--- config.mk ---
export PLATFORM = sky130hd
export DESIGN_NAME = mura_ctx_scheduler
export DESIGN_NICKNAME = d
export VERILOG_FILES = /design/src/rtl/mura_ctx_scheduler.sv
export SDC_FILE = /design/constraint.sdc
export NUM_CORES = 1
export LEC_CHECK = 0
export ABC_AREA = 1
export BUFFER_PORTS_ARGS = -buffer_cell sky130_fd_sc_hd__buf_4
export CORE_ASPECT_RATIO = 2
export CORE_MARGIN = 8
export CORE_UTILIZATION = 51
export CTS_BUF_LIST = sky130_fd_sc_hd__clkbuf_8
export CTS_CLUSTER_SIZE = 12
export DETAILED_ROUTE_END_ITERATION = 10
export PLACE_DENSITY = 0.85
export SLEW_MARGIN = 0
export SYNTH_ARGS = -nofsm -noshare
export SYNTH_HDL_FRONTEND = slang
export SYNTH_SLANG_ARGS = --single-unit
--- constraint.sdc ---
create_clock -name clk -period 2.3 [get_ports clk]
set_clock_uncertainty 0.15 [all_clocks]
set_input_delay 0.23 -clock clk [delete_from_list [all_inputs] [get_ports clk]]
set_output_delay 0.23 -clock clk [all_outputs]
set_load 0.01 [all_outputs]
--- src/rtl/mura_ctx_scheduler.sv ---
// Round-robin scheduler time-sharing one Gray-coded 3-state Moore step engine
// across N_REQ saved contexts; one step per cycle with a registered, id-tagged result.
module mura_ctx_scheduler #(
   parameter int N_REQ = 4,
   parameter int ID_W  = 2
) (
   input  logic               clk,
   input  logic               rst_n,
   input  logic               en,
   input  logic [N_REQ-1:0]   req,
   input  logic [N_REQ-1:0]   a,
   input  logic               clr,
   input  logic [ID_W-1:0]    clr_id,
   output logic [N_REQ-1:0]   gnt,
   output logic               y,
   output logic               y_vld,
   output logic [ID_W-1:0]    y_id,
   output logic [2*N_REQ-1:0] ctx_state
);
   localparam logic [1:0] S0 = 2'b00;
   localparam logic [1:0] S1 = 2'b01;
   localparam logic [1:0] S2 = 2'b11;

   logic [1:0]       ctx_r [N_REQ];
   logic [ID_W-1:0]  ptr_r;
   logic [N_REQ-1:0] gnt_r;
   logic             y_r;
   logic             y_vld_r;
   logic [ID_W-1:0]  y_id_r;

   logic [N_REQ-1:0] clr_hit_s;
   logic [N_REQ-1:0] elig_s;
   logic             found_s;
   logic [ID_W-1:0]  sel_s;
   logic [ID_W-1:0]  ptr_nxt_s;
   logic [N_REQ-1:0] gnt_nxt_s;
   logic [1:0]       nxt_s;
   logic             y_nxt_s;

   // Moore step engine: returns {y, next_state}; the unused code 10 recovers to S0
   function automatic logic [2:0] step_f(input logic [1:0] s, input logic b);
      logic [2:0] r;
      case (s)
         S0:      r = b ? {1'b1, S1} : {1'b0, S0};
         S1:      r = b ? {1'b1, S2} : {1'b1, S1};
         S2:      r = b ? {1'b0, S0} : {1'b1, S2};
         default: r = {1'b1, S0};
      endcase
      return r;
   endfunction

   // Eligibility: a requester just granted, or being cleared this cycle, sits out
   always_comb begin
      clr_hit_s = {N_REQ{1'b0}};
      for (int i = 0; i < N_REQ; i++) begin
         clr_hit_s[i] = clr && (clr_id == ID_W'(i));
      end
      elig_s = req & ~gnt_r & ~clr_hit_s;
   end

   // Round-robin pick starting at the pointer, plus the step result for the winner
   always_comb begin
      logic [ID_W:0] idx_v;
      logic          take_v;
      logic [ID_W:0] inc_v;
      found_s = 1'b0;
      sel_s   = {ID_W{1'b0}};
      idx_v   = {(ID_W+1){1'b0}};
      take_v  = 1'b0;
      for (int k = 0; k < N_REQ; k++) begin
         idx_v   = {1'b0, ptr_r} + (ID_W+1)'(k);
         idx_v   = (idx_v >= (ID_W+1)'(N_REQ)) ? (idx_v - (ID_W+1)'(N_REQ)) : idx_v;
         take_v  = en && !found_s && elig_s[idx_v[ID_W-1:0]];
         sel_s   = take_v ? idx_v[ID_W-1:0] : sel_s;
         found_s = found_s || take_v;
      end
      inc_v     = {1'b0, sel_s} + {{ID_W{1'b0}}, 1'b1};
      ptr_nxt_s = (inc_v == (ID_W+1)'(N_REQ)) ? {ID_W{1'b0}} : inc_v[ID_W-1:0];
      gnt_nxt_s = found_s ? ({{(N_REQ-1){1'b0}}, 1'b1} << sel_s) : {N_REQ{1'b0}};
      {y_nxt_s, nxt_s} = step_f(ctx_r[sel_s], a[sel_s]);
   end

   // Context storage: a clear never coincides with a step of the same id
   always_ff @(posedge clk or negedge rst_n) begin
      if (!rst_n) begin
         for (int i = 0; i < N_REQ; i++) ctx_r[i] <= S0;
      end else begin
         for (int i = 0; i < N_REQ; i++) begin
            if (clr_hit_s[i])
               ctx_r[i] <= S0;
            else if (found_s && (sel_s == ID_W'(i)))
               ctx_r[i] <= nxt_s;
            else
               ctx_r[i] <= ctx_r[i];
         end
      end
   end

   // Pointer and result registers; y/y_id hold across idle cycles
   always_ff @(posedge clk or negedge rst_n) begin
      if (!rst_n) begin
         ptr_r   <= {ID_W{1'b0}};
         gnt_r   <= {N_REQ{1'b0}};
         y_r     <= 1'b0;
         y_vld_r <= 1'b0;
         y_id_r  <= {ID_W{1'b0}};
      end else begin
         gnt_r   <= gnt_nxt_s;
         y_vld_r <= found_s;
         if (found_s) begin
            ptr_r  <= ptr_nxt_s;
            y_r    <= y_nxt_s;
            y_id_r <= sel_s;
         end else begin
            ptr_r  <= ptr_r;
            y_r    <= y_r;
            y_id_r <= y_id_r;
         end
      end
   end

   assign gnt   = gnt_r;
   assign y     = y_r;
   assign y_vld = y_vld_r;
   assign y_id  = y_id_r;

   for (genvar g = 0; g < N_REQ; g++) begin : g_ctx_out
      assign ctx_state[2*g +: 2] = ctx_r[g];
   end
endmodule

==> flow_summary.yaml <==
timing:
  max_freq_mhz: 404.7
  final_max_slew_viol_count: 0
  finalWorstSetupSlack_ns: -0.1712
  relSlewSlack_pct: 83.61
  finalHoldViolCount: 0
  min_period_ns: 2.471
  finalCritPeriodShare_pct: 107.4
  finalSetupViolations: 13
  hold_ws_ns: 0.2263
  rsz0062_at_grt: "yes"
  tightest_slew_ns: 0.2458
finish:
  fill_cells: 153
  multiInputGateArea_um2: 1122
  diodes: 0
  nNetsFinal: 297
  synthToLayoutAreaGrowth_pct: 59.32
  register_area_um2: 452.9
  drive_gt1_share_pct: 53.96
clocking:
  root_buffer: "clkbuf_8"
  cts_tree: "done"
  cts.sinks: 18
  cts_buffers: 3
  clock_latency_ns: 0.25
  cts.path.max_buffers: 2
  clk_pin_slew_ns: 0.07
  h-tree-depth: 1
placement:
  pre_cts_slack_ns: -0.2293
  routabilityCongestion: 0.9969
  portBuffers: 29
  dp_hpwl_um: 3677
drt:
  drt_wl_total_um: 5879
  wl_met3_um: 250
  postRouteAntennaNets: 0
  route.met2.wl_um: 3305
  vias_per_cell: 5.922
  firstDrtPassIters: 4
  wl_met1_um: 1907
  drc: 0
  wl_per_cell_um: 19.15
  via_count: 1818
  dr.max_layer_used: "met4"
  drtIter0Drc: 96
floorplan:
  die_h_um: 91.77
  core_area_um2: 2736
  die_width_um: 53.89
  fp.dieArea_um2: 4945
  initial_core_util_pct: 53.50
  num_io_pins: 30
  rows: 27
min_path:
  worst_hold_path_type: "in -> async"
synthesis:
  syn_inst: 208
  avgSynthCellArea_um2: 7.038
  syn-cell-area_um2: 1464
  yosysSeqAreaShare_pct: 30.77
  ys_warn_count: 0
  ys_types: 23
  yosys_register_bits: 18
  synth_nets: 226
worst_setup_path:
  r2r_start: "ptr_r[0]$_DFFE_PN0P_"
  r2r_end: "ctx_state[2]$_DFFE_PN0P_"
  rr_worst_depth: 16
  arrival_ns: 2.47
  cp-end-kind: "flip-flop"
  ff2ff_setup_slack_ns: -0.17
  path_class: "reg -> reg"
  worstPathRequired_ns: 2.29
  start_kind: "flip-flop"
  critPathMaxFanout: 7
run_status:
  status: "finished with violations"
  violations: "setup timing"
job:
  drv_cap: 0
grt:
  gr-usage-all-layers_pct: 23.49
  antenna_found_initial: 0
  grt_pass1_vias: 1948
  grt-ovfl-total: 0
  grt_max_degree: 19
  grt_pass1_wl_um: 8942
metrics by stage:
stage	instances	TNS, ns	area, µm²	util, %
final	307	-1.467	2332	85.23
after global routing	307	-2.486	2332	85.23
after CTS	305	-0.2526	2261	82.62
after detailed placement	293	-1.680	1914	69.96
after global placement	293	-1.131	1914	69.96
after floorplan	208	0	1464	-
layout make-up:
class | count | area share (%)
Inverter | 28 | 4.721
Timing Repair Buffer | 70 | 23.82
Sequential cell | 18 | 19.42
Tap cell | 29 | 1.556
Clock buffer | 4 | 2.361
Multi-Input combinational cell | 158 | 48.12
registers in the layout, summed over array words and instances, names as in the netlist:
signal,flops
ptr_r,2
gnt,4
y,1
y_vld,1
ctx_state,8
y_id,2
cell usage in the layout (no fill, tap or decap), drive strengths merged:
| cell type | count |
|---|---|
| nand3 | 54 |
| nor2 | 21 |
| xor2 | 1 |
| clkbuf | 4 |
| inv | 28 |
| dlygate4sd3 | 1 |
| buf | 69 |
| nand4 | 5 |
| nor3 | 4 |
| a21oi | 1 |
| o21ai | 2 |
| nand3b | 2 |
| dfrtp | 18 |
| ha | 4 |
| nand2 | 64 |
repair_timing:
action	4_1_cts	5_1_grt
setup buffers	7	2
hold endpoints to repair	18	0
resized for setup	55	14
hold buffers	1	0
setup endpoints to repair	13	13
pin swaps	31	10
cells in the mapped netlist:
library cell / number / share of area (%)
a21oi_1: 1 / 0.34
buf_4: 3 / 1.5
clkbuf_8: 1 / 0.94
dfrtp_1: 18 / 31
ha_1: 4 / 3.4
inv_1: 25 / 6.4
inv_2: 3 / 0.77
nand2_1: 51 / 13
nand2_2: 9 / 3.8
nand2_4: 3 / 2.3
nand2_8: 1 / 1.4
nand3_1: 48 / 16
nand3_2: 6 / 4.1
nand3b_1: 2 / 1.0
nand4_1: 4 / 1.7
nand4_2: 1 / 0.85
nor2_1: 16 / 4.1
nor2_2: 3 / 1.3
nor2_4: 2 / 1.5
nor3_1: 1 / 0.34
nor3_2: 3 / 2.1
o21ai_0: 2 / 0.68
xor2_2: 1 / 1.1
worst max-delay path: stages, from the launching register on:
cell and delay [ns]:
dfrtp_2 0.51, inv_4 0.09, nand3_1 0.16, nand3_2 0.10, inv_2 0.08, nor2_4 0.05
buf_4 0.13, nor2_4 0.20, nand3_2 0.12, nand2_4 0.15, buf_12 0.12, ha_4 0.12
inv_2 0.05, nor2_4 0.11, nor2_2 0.06, nand2_1 0.08, nand2_1 0.07
worst max-delay path by stage:
stage	startpoint	to	slack, ns	depth (start not counted)
3_5_place_dp	ptr_r[0]$_DFFE_PN0P_	ctx_state[3]$_DFFE_PN0P_	-0.23	12
6_report	ptr_r[0]$_DFFE_PN0P_	ctx_state[2]$_DFFE_PN0P_	-0.17	16
2_1_floorplan	ptr_r[0]$_DFFE_PN0P_	ctx_state[3]$_DFFE_PN0P_	0.07	16
4_1_cts	ptr_r[0]$_DFFE_PN0P_	ctx_state[6]$_DFFE_PN0P_	-0.04	15
3_3_place_gp	ptr_r[0]$_DFFE_PN0P_	ctx_state[1]$_DFFE_PN0P_	-0.17	12
5_1_grt	ptr_r[0]$_DFFE_PN0P_	ctx_state[0]$_DFFE_PN0P_	-0.26	16
routing by layer:
layer	track usage, %	up-vias
met2	41.93	96
li1	-	811
met1	22.85	871
met5	0	-
met3	3.074	40
met4	15.68	0
kinds of logic (layout without fill, tap and decap cells):
family / Yosys count / after routing / share of synthesized area, %
xor+xnor: 1 / 1 / 1.111
compound gates: 3 / 3 / 1.025
fa+ha+maj: 4 / 4 / 3.419
simple gates: 150 / 150 / 54.02
buf+inv: 32 / 102 / 9.658
flops: 18 / 18 / 30.77
Power is left out: the tool's default activity adds up to more than one toggle a clock period on the data nets, which glitch-free logic cannot reach.
